===== src/rtl/uart_pkg.sv =====
// Shared UART types: RX state encoding, data-length codes, status flags and control-register
// layout.
package uart_pkg;

  typedef enum logic [2:0] {
    StIdle,
    StStart,
    StData,
    StParity,
    StStop,
    StBrkWait
  } uart_rx_state_e;

  localparam logic [1:0] UART_DLEN_5 = 2'd0;
  localparam logic [1:0] UART_DLEN_6 = 2'd1;
  localparam logic [1:0] UART_DLEN_7 = 2'd2;
  localparam logic [1:0] UART_DLEN_8 = 2'd3;

  typedef struct packed {
    logic brk;
    logic frame_err;
    logic parity_err;
  } uart_rx_status_t;

  typedef struct packed {
    logic [1:0] data_len;
    logic       parity_type;
    logic       parity_en;
    logic       clk_en;
  } cfg_reg_t;

  function automatic logic maj3(input logic a, input logic b, input logic c);
    return (a & b) | (a & c) | (b & c);
  endfunction

endpackage


===== src/rtl/uart_baud_gen.sv =====
// Programmable divider producing the oversample tick; shared by the RX and TX engines.
module uart_baud_gen #(
  parameter int unsigned DIV_WIDTH = 32
) (
  input  logic                 clk_i,
  input  logic                 rst_ni,
  input  logic                 en_i,
  input  logic                 clr_i,
  input  logic [DIV_WIDTH-1:0] clk_div_i,
  output logic                 tick_o
);

  logic [DIV_WIDTH-1:0] cnt_q;

  assign tick_o = en_i && !clr_i && (cnt_q == clk_div_i);

  always_ff @(posedge clk_i) begin
    if (!rst_ni) begin
      cnt_q <= '0;
    end else if (!en_i || clr_i || tick_o) begin
      cnt_q <= '0;
    end else begin
      cnt_q <= cnt_q + DIV_WIDTH'(1);
    end
  end

endmodule


===== src/rtl/uart_rx_os.sv =====
// Oversampling UART receiver: majority-voted bits, runtime data length, parity, break and
// overrun reporting, with a one-entry valid/ready holding stage.
module uart_rx_os
  import uart_pkg::*;
#(
  parameter int unsigned OVERSAMPLE    = 16,
  parameter int unsigned MAX_DATA_BITS = 8,
  parameter int unsigned DIV_WIDTH     = 32
) (
  input  logic                     clk_i,
  input  logic                     rst_ni,
  input  logic                     clk_en_i,
  input  logic [DIV_WIDTH-1:0]     clk_div_i,
  input  logic [1:0]               cfg_data_len_i,
  input  logic                     cfg_parity_en_i,
  input  logic                     cfg_parity_type_i,
  input  logic                     rx_i,
  output logic [MAX_DATA_BITS-1:0] data_o,
  output logic                     valid_o,
  input  logic                     ready_i,
  output logic                     parity_err_o,
  output logic                     frame_err_o,
  output logic                     break_o,
  output logic                     overrun_o,
  output logic                     busy_o
);

  localparam int unsigned OsW  = $clog2(OVERSAMPLE);
  localparam int unsigned BitW = $clog2(MAX_DATA_BITS + 1);
  localparam logic [OsW-1:0] SampLo  = OsW'(OVERSAMPLE / 2 - 1);
  localparam logic [OsW-1:0] SampMid = OsW'(OVERSAMPLE / 2);
  localparam logic [OsW-1:0] SampHi  = OsW'(OVERSAMPLE / 2 + 1);
  localparam logic [OsW-1:0] OsLast  = OsW'(OVERSAMPLE - 1);

  uart_rx_state_e           state_q;
  logic [1:0]               sync_q;
  logic [OsW-1:0]           os_cnt_q;
  logic [BitW-1:0]          bit_cnt_q;
  logic [1:0]               samp_q;
  logic [MAX_DATA_BITS-1:0] shift_q;
  logic [MAX_DATA_BITS-1:0] data_q;
  logic                     par_q;
  logic                     valid_q;
  logic                     overrun_q;
  uart_rx_status_t          status_q;
  uart_rx_status_t          status_new;

  logic                     rx_s;
  logic                     os_tick;
  logic                     start_det;
  logic                     bit_done;
  logic                     bit_val;
  logic                     last_bit;
  logic                     commit;
  int unsigned              len_eff;
  logic [MAX_DATA_BITS-1:0] word_new;

  assign rx_s      = sync_q[1];
  assign start_det = clk_en_i && (state_q == StIdle) && !rx_s;

  // Cleared on the start edge so tick phase is aligned to the falling edge.
  uart_baud_gen #(
    .DIV_WIDTH(DIV_WIDTH)
  ) u_baud_gen (
    .clk_i    (clk_i),
    .rst_ni   (rst_ni),
    .en_i     (clk_en_i),
    .clr_i    (start_det),
    .clk_div_i(clk_div_i),
    .tick_o   (os_tick)
  );

  assign bit_done = os_tick && (os_cnt_q == SampHi);
  assign bit_val  = maj3(samp_q[0], samp_q[1], rx_s);
  assign commit   = clk_en_i && bit_done && (state_q == StStop);

  always_comb begin
    len_eff = 32'(cfg_data_len_i) + 32'd5;
    if (len_eff > MAX_DATA_BITS) len_eff = MAX_DATA_BITS;
  end

  // '>=' keeps a mid-frame length change from stranding the FSM in DATA.
  assign last_bit = (32'(bit_cnt_q) + 32'd1) >= len_eff;
  // Bits enter at the MSB; realign so the word is LSB-justified and zero-extended.
  assign word_new = shift_q >> (MAX_DATA_BITS - len_eff);

  always_comb begin
    status_new.frame_err  = !bit_val;
    status_new.brk        = !bit_val && (shift_q == '0) && !par_q;
    status_new.parity_err = cfg_parity_en_i && ((^shift_q ^ par_q) != cfg_parity_type_i);
  end

  always_ff @(posedge clk_i) begin
    if (!rst_ni) begin
      state_q   <= StIdle;
      sync_q    <= 2'b11;
      os_cnt_q  <= '0;
      bit_cnt_q <= '0;
      samp_q    <= '0;
      shift_q   <= '0;
      par_q     <= 1'b0;
      data_q    <= '0;
      status_q  <= '0;
      valid_q   <= 1'b0;
      overrun_q <= 1'b0;
    end else begin
      sync_q    <= {sync_q[0], rx_i};
      overrun_q <= 1'b0;

      if (commit) begin
        if (!valid_q || ready_i) begin
          data_q   <= word_new;
          status_q <= status_new;
          valid_q  <= 1'b1;
        end else begin
          overrun_q <= 1'b1;
        end
      end else if (valid_q && ready_i) begin
        valid_q  <= 1'b0;
        status_q <= '0;
      end

      if (!clk_en_i) begin
        state_q  <= StIdle;
        os_cnt_q <= '0;
      end else begin
        unique case (state_q)
          StIdle: begin
            os_cnt_q <= '0;
            if (!rx_s) begin
              state_q   <= StStart;
              bit_cnt_q <= '0;
              shift_q   <= '0;
              par_q     <= 1'b0;
            end
          end
          StBrkWait: if (rx_s) state_q <= StIdle;
          default: begin
            if (os_tick) begin
              os_cnt_q <= (os_cnt_q == OsLast) ? '0 : os_cnt_q + OsW'(1);
              if (os_cnt_q == SampLo) samp_q[0] <= rx_s;
              if (os_cnt_q == SampMid) samp_q[1] <= rx_s;
            end
            if (bit_done) begin
              unique case (state_q)
                StStart: state_q <= bit_val ? StIdle : StData;
                StData: begin
                  shift_q   <= {bit_val, shift_q[MAX_DATA_BITS-1:1]};
                  bit_cnt_q <= bit_cnt_q + BitW'(1);
                  if (last_bit) state_q <= cfg_parity_en_i ? StParity : StStop;
                end
                StParity: begin
                  par_q   <= bit_val;
                  state_q <= StStop;
                end
                StStop:  state_q <= status_new.brk ? StBrkWait : StIdle;
                default: state_q <= StIdle;
              endcase
            end
          end
        endcase
      end
    end
  end

  assign data_o       = data_q;
  assign valid_o      = valid_q;
  assign parity_err_o = status_q.parity_err;
  assign frame_err_o  = status_q.frame_err;
  assign break_o      = status_q.brk;
  assign overrun_o    = overrun_q;
  assign busy_o       = (state_q != StIdle);

endmodule


===== config.mk =====
export PLATFORM = sky130hd
export DESIGN_NAME = uart_rx_os
export DESIGN_NICKNAME = d
export VERILOG_FILES = /design/src/rtl/uart_pkg.sv /design/src/rtl/uart_baud_gen.sv /design/src/rtl/uart_rx_os.sv
export SDC_FILE = /design/constraint.sdc
export NUM_CORES = 1
export LEC_CHECK = 0
export CORE_UTILIZATION = 40
export CTS_CLUSTER_SIZE = 24
export DETAILED_ROUTE_END_ITERATION = 8
export GPL_TIMING_DRIVEN = 0
export PLACE_DENSITY = 0.6
export SKIP_LAST_GASP = 1
export SYNTH_ARGS = -nofsm -noshare
export SYNTH_HDL_FRONTEND = slang
export SYNTH_SLANG_ARGS = --single-unit

===== constraint.sdc =====
create_clock -name clk_i -period 3.6 [get_ports clk_i]
set_input_delay 0.72 -clock clk_i [delete_from_list [all_inputs] [get_ports clk_i]]
set_output_delay 0.72 -clock clk_i [all_outputs]
set_load 0.02 [all_outputs]

---- Word level (Yosys, flattened, before mapping) ----
Cells that the tools add are included.
cells by class
  $add $sub $neg .......................... 6
  $lt $le $gt $ge ......................... 2
  eq/ne operators ......................... 15
  shift-type cells ........................ 1
  multiplexer cells ....................... 32
  bitwise operators ....................... 9
  reduce and logical (&&, ||, !) cells .... 42
operators with widths
  cell                     count
  $add A32 B1 Y32 const B  1
  $eq A32 B32 Y1           1
  $ge A5 B32 Y1            1
  $shr A8 B32 Y8           1
  $sub A4 B32 Y32 const A  1
  $mux W3                  9
  $mux W4                  6
  $mux W8                  3
  $pmux W4 S2              2
  $pmux W8 S2              1
  $eq A4 B4 Y1 const B     3
  $pmux W3 S4              1
  $reduce_and A4 Y1        3
  $logic_and A1 B1 Y1      11
  $reduce_and A2 Y1        5
  $reduce_and A5 Y1        2
  $reduce_bool A2 Y1       5
  $add A4 B1 Y4 const B    2
  $logic_not A8 Y1         1
  $reduce_xor A8 Y1        1
  $mux W1                  7
  $eq A3 B2 Y1 const B     2
  $eq A3 B3 Y1 const B     2
  $logic_not A1 Y1         6
  other kinds (20)         30
word-level totals
  flip-flop bits (word level) ............. 69
  bits of input ports ..................... 41
  output and inout port bits .............. 14
  word-level logic and storage cells ...... 122

---- Logic depth before layout (Yosys ltp) ----
Gate-level depths: netlist of the first run.
  depth in word-level cells ............... 11
  mapped depth ............................ 11
  depth with buffers taken out ............ 10

---- Modules after synthesis ----
Synthesis of the first run repeated with hierarchy kept, for this count alone.
unflattened totals
  cell total of the unflattened synthesis .. 456
  area total of the unflattened synthesis .. 4002.6 µm²
modules (own cells, without submodules)
  module         instances  cells each  area an instance (µm²)  seq. area each (µm²)
  uart_rx_os     1          259         2229.6                  740.7
  uart_baud_gen  1          197         1773.0                  640.6

---- Worst setup path before layout of the first run ----
OpenSTA, ideal clock, no wires.
  kind .................................... input -> register
  start point ............................. in cfg_data_len_i[0]
  end point ............................... reg state_q[1]
  arrival time ............................ 2.893 ns
  data required time ...................... 3.526 ns
  setup slack ............................. 0.633 ns
  cell stages on the path ................. 11
  path buffers ............................ 1
  path through ............................ clkbuf_1 -> inv_1 -> ha_1 -> inv_1 -> ha_1 -> a21o_1 -> a21oi_1 -> o2111ai_1 -> o2111ai_1 -> or4_1 -> a31oi_1
on the way
  longest elaborated chain between the ends .. 6
RTL lines
  element                          RTL line           text
  start, declared                  uart_rx_os.sv:14   input logic [1:0] cfg_data_len_i,
  $add A2 B3 Y4 (*)                uart_rx_os.sv:78   len_eff = 32'(cfg_data_len_i) + 32'd5;
  $gt A4 B4 Y1                     uart_rx_os.sv:79   if (len_eff > MAX_DATA_BITS) len_eff = MAX_DATA_BITS;
  $mux W4 (*)                      uart_rx_os.sv:79
  $ge A5 B32 Y1 (*)                uart_rx_os.sv:83   assign last_bit = (32'(bit_cnt_q) + 32'd1) >= len_eff;
  $ne A4 B3 Y1 (no line) (*)       n/a
  $reduce_and A4 Y1 (no line) (*)  n/a
  end signal, assigned             uart_rx_os.sv:95   state_q <= StIdle;
  end signal, assigned             uart_rx_os.sv:124  state_q <= StIdle;
  end signal, assigned             uart_rx_os.sv:131  state_q <= StStart;
  end, declared                    uart_rx_os.sv:35   uart_rx_state_e state_q;
Every way passes the cells marked *; elsewhere a longest branch is shown, timed or not.
A chain may end at the register's enable or synchronous reset.

---- Worst setup path in the final report of the first run ----
Same ends and word-level chain as after synthesis.

==> key figures, run 1 <==
Run status
  – Outcome: complete, no violations

Routing
  – Remaining DRCs: 0
  – DR vias/cell: 5.11
  – Post-route ant nets: 0
  – Drt wl/cell: 14.1 um
  – Via count: 3339
  – DR iter-0 viols: 106
  – Aggregate routed wire length: 9.19 mm
  – First drt pass iteration count: 4

Floorplan
  – Total die area: 10300 um^2
  – Die Ht: 102 um
  – Row cnt: 36
  – Ports: 55
  – Initial Util: 0.411
  – Core box area: 9680 um^2
  – Die width: 102 um

Timing
  – Setup violators final: 0
  – Actual slew at the worst max-slew pin: 885 ps
  – Min cycle time layout: 3370 ps
  – Clk_skew: 12.2 ps
  – Slew margin rel.: 0.405
  – Unrepaired setup endpoints after global routing: no
  – Crit share post-route: 0.936
  – Fin. Hold Viols: 0
  – Max Fclk: 297 MHz
  – Slew Viols, Final: 0

Finish
  – Area delta synth->final: 23.2%
  – Fillers: 952
  – Core Util, Final: 0.506
  – Finished Layout Cells: 654
  – Final Cell Area: 4900 um^2
  – # diodes: 0
  – Post-layout net count: 575
  – Ratio of cells with drive above 1 in the final layout: 0.0729

Clock network
  – Post-CTS Setup Inserts: 0
  – Clk Latency, worst-skew pair: 340 ps
  – H-tree depth: 3
  – Cts bufs inserted: 9
  – Longest Clk Path Bufs: 2
  – CTS Hold Bufs: 0
  – CTS tree: yes
  – Reg clk slew, reported paths: 70 ps
  – CTS sink count: 69
  – CTS root buf: clkbuf_8

Global route
  – Vias in the first global route: 3244
  – GRT overflow: 0
  – Largest net degree at the start of global routing: 12
  – Initial antenna violation count: 0
  – GRT Util Overall: 0.195
  – First-pass GRT wire length: 15.5 mm

Synthesis
  – Avg Cell Area, Syn: 8.76 um^2
  – Cell Area, Synth: 3980 um^2
  – Fraction of registers with async set/reset: 0
  – Primary FF master, synth: dfxtp_1
  – Seq/Total Area, Yosys: 0.347
  – Syn_nets: 512
  – Yosys warning count: 0
  – Cells after Synth: 454
  – FF+latch count, synth: 69
  – Netlist cell types: 52
  – Post-synth EDFFs: 0

Power
  – P_leak: 1.84 nW
  – Switch Pwr: 0.000357 W
  – Pwr dens: 333 nW/um^2
  – Combinational Power Share: 0.080
  – Worst vdd ir: 0.167 mV
  – Cell Int Power: 0.00128 W
  – Sequential Power Share: 0.470
  – Net Sw Frac: 0.219
  – Clk network pwr share: 0.450

Critical path
  – CP Cell Sequence: clkdlybuf4s50_1 > clkbuf_2 > inv_1 > ha_1 > inv_1 > ha_1 > a21o_1 > a21oi_1 > o2111ai_1 > o2111ai_1 > or4_1 > a31oi_1
  – Startpoint Class: primary input
  – Critical path class: in2reg
  – Critical Path RT: 3860 ps
  – Slowest CP cell: clkdlybuf4s50_1
  – CP Capture Type: register
  – Slowest stage delay, CP: 550 ps
  – Kind of cell adding the most delay to the critical path: buffers and inverters
  – Arrival @ worst endpoint: 3630 ps
  – Worst-path fanout max: 8
  – Buf+Inv Stages, Crit Path: 4

Worst hold path
  – Worst min-delay path class: reg2reg

Placed design
  – Hpwl dp: 7.04 mm
  – # port buffers: 52
  – DP Cell Count: 639
  – Final Wtd Congestion: 0.800
  – Area after DPL: 4660 um^2

Job
  – Number of max-cap violations: 0
## sequential cells by signal (all words and copies together) (netlist names), 2 cells and up
register          count
state_q               3
samp_q                2
os_cnt_q              4
u_baud_gen.cnt_q     32
sync_q                2
data_o                8
shift_q               8
bit_cnt_q             4
## metrics by stage
step,setup TNS [ps],total power (W),worst slack (ps),hold slack [ps]
finish,0,0.00163,229,412
global route,0,0.00171,45.4,435
CTS,0,0.00166,29.0,406
detailed placement,-1440,0.000917,-326,394
global placement,-1670,0.000916,-351,391
floorplan,0,0.000848,633,386
## routing by layer
layer / vias up / GRT usage / share of wire
li1: 1702 / - / -
met1: 1555 / 0.226 / 0.44
met2: 74 / 0.352 / 0.51
met3: 8 / 0.0538 / 0.041
met4: 0 / 0.0524 / 0.0096
met5: - / 0 / 0
## cell usage after synthesis, types with 8 or more instances
library cell,number,area [um^2]
or3_1,9,56.3
nand3_1,20,100
a21oi_1,11,55.1
dfxtp_1,69,1380
xnor2_1,16,140
xor2_1,54,473
mux2i_1,10,100
nand2_1,40,150
inv_1,27,101
nor4_1,10,62.6
nor3_1,13,65.1
and3_1,8,50.1
nor2_1,46,173
clkbuf_1,8,30.0
ha_1,17,213
## worst paths after layout
path                                                       from                      end  slack, ps  cells after the start
worst max register to register  u_baud_gen.cnt_q[11]$_SDFF_PP0_  shift_q[5]$_SDFFE_PN0P_        670                      7
worst max-delay path                          cfg_data_len_i[0]  state_q[1]$_SDFFE_PN0P_        230                     12
worst min-delay path                       sync_q[0]$_SDFF_PN1_     sync_q[1]$_SDFF_PN1_        410                      1
worst min register to register             sync_q[0]$_SDFF_PN1_     sync_q[1]$_SDFF_PN1_        410                      1
## what timing repair did
action	4_1_cts	5_1_grt
setup endpoints to repair	0	3
hold endpoints to repair	0	0
gates resized for setup	0	2
## power groups by stage
stage	logic (W)	clock network [W]	registers, W
3_3_place_gp	0.000130	0	0.000786
3_5_place_dp	0.000131	0	0.000786
2_1_floorplan	0.0000634	0	0.000785
4_1_cts	0.000132	0.000759	0.000768
6_report	0.000130	0.000735	0.000768
5_1_grt	0.000142	0.000795	0.000768
## worst register-to-register path, delay by kind of cell, from the launching register on
kind                      cells  cell delay [ps]
DFF                           1              360
xor gates and xnor gates      1              190
AOI/OAI and AO/OA             2              670
and+or+nand+nor               3             1270
buffers and inverters         1              330
## logic make-up after synthesis
| group | share of synthesized area |
|---|---|
| AOI/OAI and AO/OA | 0.0959 |
| xor gates and xnor gates | 0.154 |
| adders and majority gates | 0.0560 |
| buffers and inverters | 0.0576 |
| DFF | 0.347 |
| muxes | 0.0478 |
| and+or+nand+nor | 0.241 |
## cell usage in the layout (no fill, tap or decap), types with 8 or more instances in the layout
cell type,n
a21oi_1,11
and3_1,8
clkbuf_8,16
clkdlybuf4s50_1,52
dfxtp_1,69
ha_1,17
inv_1,27
mux2i_1,10
nand2_1,40
nand3_1,20
nor2_1,46
nor3_1,13
nor4_1,10
or3_1,9
xnor2_1,16
xor2_1,54
## area by class of cell
class,count,area (um^2),share of cell area
sequential,69,1380,0.282
multi-input combinational,340,2370,0.483
clock inverter,3,67.6,0.0138
buffer,18,129,0.0263
inverter,27,101,0.0207
tap,133,166,0.0340
clock buffer,12,165,0.0337
timing repair buffer,52,520,0.106
No activity file was read; power rests on OpenSTA's default activity.
==> run 2, diff against run 1 <==
--- a/config.mk
+++ b/config.mk
@@ -10,6 +10,7 @@
 export DETAILED_ROUTE_END_ITERATION = 8
 export GPL_TIMING_DRIVEN = 0
 export PLACE_DENSITY = 0.6
+export RECOVER_POWER = 25
 export SKIP_LAST_GASP = 1
 export SYNTH_ARGS = -nofsm -noshare
 export SYNTH_HDL_FRONTEND = slang
==> key figures, run 2 (synthesis gave the netlist of run 1 again) <==
Clock network
  – CTS resizes: 0 (unchanged)
  – Reg clk slew, reported paths: 70 ps (about the same)
  – Clk Latency, worst-skew pair: 340 ps (about the same)
  – Post-CTS Setup Inserts: 0 (unchanged)
  – CTS sink count: 69 (unchanged)
  – Cts bufs inserted: 9 (unchanged)
  – CTS tree: yes
  – CTS Hold Bufs: 0 (unchanged)
  – CTS root buf: clkbuf_8
  – Longest Clk Path Bufs: 2 (unchanged)
  – H-tree depth: 3 (unchanged)

Worst hold path
  – Worst min-delay path class: reg2reg
  – Hold path start: sync_q[0]$_SDFF_PN1_

Timing
  – Slew margin rel.: 0.408 (+0.00273)
  – Clk_skew: 12.2 ps (+0.0765 ps)
  – Setup violators final: 0 (unchanged)
  – Worst Hold Slack: 407 ps (-4.80 ps)
  – Min cycle time layout: 3390 ps (+18.3 ps)
  – Unrepaired setup endpoints after global routing: no
  – Setup TNS: 0 ps (unchanged)
  – Actual slew at the worst max-slew pin: 881 ps (-4.07 ps)
  – Fin. Hold Viols: 0 (unchanged)
  – Slew Viols, Final: 0 (unchanged)
  – Max Fclk: 295 MHz (-0.54%)
  – Crit share post-route: 0.941 (+0.00509)

Routing
  – Aggregate routed wire length: 9.20 mm (+0.11%)
  – Remaining DRCs: 0 (unchanged)
  – Drt wl/cell: 14.1 um (+0.11%)
  – DR iter-0 viols: 105 (-0.94%)
  – Post-route ant nets: 0 (unchanged)
  – DR vias/cell: 5.14 (+0.60%)
  – First drt pass iteration count: 4 (unchanged)
  – Via count: 3359 (+0.60%)

Floorplan
  – Ports: 55 (unchanged)
  – Row cnt: 36 (unchanged)
  – Core box area: 9680 um^2 (unchanged)
  – Die width: 102 um (unchanged)
  – Total die area: 10300 um^2 (unchanged)
  – Initial Util: 0.411 (unchanged)
  – Die Ht: 102 um (unchanged)

Finish
  – Area delta synth->final: 23.1% (about the same)
  – Biggest register: u_baud_gen.cnt_q
  – Most common cell after layout, fill and taps aside: dfxtp_1
  – Max reg flops: 32 (unchanged)
  – Ratio of cells with drive above 1 in the final layout: 0.0710 (-0.00192)
  – Most frequent cells in the layout: dfxtp_1 (69), xor2_1 (54), nor2_1 (46), nand2_1 (40), clkdlybuf4s50_1 (39)
  – # diodes: 0 (unchanged)
  – Post-layout net count: 575 (unchanged)
  – Finished Layout Cells: 654 (unchanged)

Critical path
  – Worst setup startpoint: clk_div_i[11]
  – Critical Path RT: 3830 ps (-30 ps)
  – Critical path class: in2reg
  – Worst-path fanout max: 10 (+2)
  – Arrival @ worst endpoint: 3620 ps (about the same)
  – CP Capture Type: register
  – FF-to-FF Start: u_baud_gen.cnt_q[11]$_SDFF_PP0_
  – Startpoint Class: primary input

Placed design
  – DP Cell Count: 639 (unchanged)
  – Final Wtd Congestion: 0.800 (unchanged)
  – # port buffers: 52 (unchanged)
  – Hpwl dp: 7.04 mm (unchanged)

Global route
  – GRT Util Overall: 0.195 (unchanged)
  – Initial antenna violation count: 0 (unchanged)
  – Largest net degree at the start of global routing: 12 (unchanged)
  – GRT overflow: 0 (unchanged)
  – First-pass GRT wire length: 15.5 mm (unchanged)
  – Vias in the first global route: 3244 (unchanged)

Power
  – Worst vdd ir: 0.167 mV (about the same)
  – P_leak: 1.89 nW (+2.5%)
  – Pwr dens: 334 nW/um^2 (about the same)

Run status
  – Outcome: complete, no violations

Job
  – Number of max-cap violations: 0 (unchanged)
## run 2: cell count changes in the layout (fill, tap and decap cells not counted), sizes merged
cell,before,now
dlygate4sd3,0,14
clkdlybuf4s50,53,39
## run 2: per-layer routing
layer,GRT usage,vias up,part of all wire
met2,0.352,77,0.50
li1,-,1702,-
met5,0,-,0
met3,0.0538,10,0.043
met1,0.226,1570,0.44
met4,0.0524,0,0.012
## run 2: cell type report
| class | instances | area, um^2 |
|---|---|---|
| Clock inverter | 3 | 67.6 |
| Sequential cell | 69 | 1380 |
| Fill cell | 953 | 4790 |
| Clock buffer | 12 | 165 |
| Multi-Input combinational cell | 340 | 2370 |
| Tap cell | 133 | 166 |
| Inverter | 27 | 101 |
| Timing Repair Buffer | 52 | 520 |
| Buffer | 18 | 128 |
## run 2: critical path, stage by stage
cell	delay, ps
clkdlybuf4s50_1	430
xor2_1	170
nor4_1	450
nand4_1	430
nor3_4	410
o2111ai_1	400
buf_2	330
a32o_1	270
## run 2: power by group
part	total (W)	switching, W	internal [W]
clock network	0.000736	0.000293	0.000443
logic	0.000130	0.0000626	0.0000670
registers	0.000768	0.00000270	0.000765
## run 2: worst paths after layout
kind	end	slack (ps)	cells after the start
max	shift_q[1]$_SDFFE_PN0P_	210	8
min	sync_q[1]$_SDFF_PN1_	410	1
max reg2reg	shift_q[1]$_SDFFE_PN0P_	640	7
min reg2reg	sync_q[1]$_SDFF_PN1_	410	1
## run 2: through the flow
step	worst slack (ps)	area, um^2	utilization	power (W)
2_1_floorplan	633	3980	-	0.000848
3_3_place_gp	-351	4660	0.482	0.000916
3_5_place_dp	-326	4660	0.482	0.000917
4_1_cts	29.0	4900	0.506	0.00166
5_1_grt	45.3	4900	0.506	0.00171
6_report	211	4900	0.506	0.00163
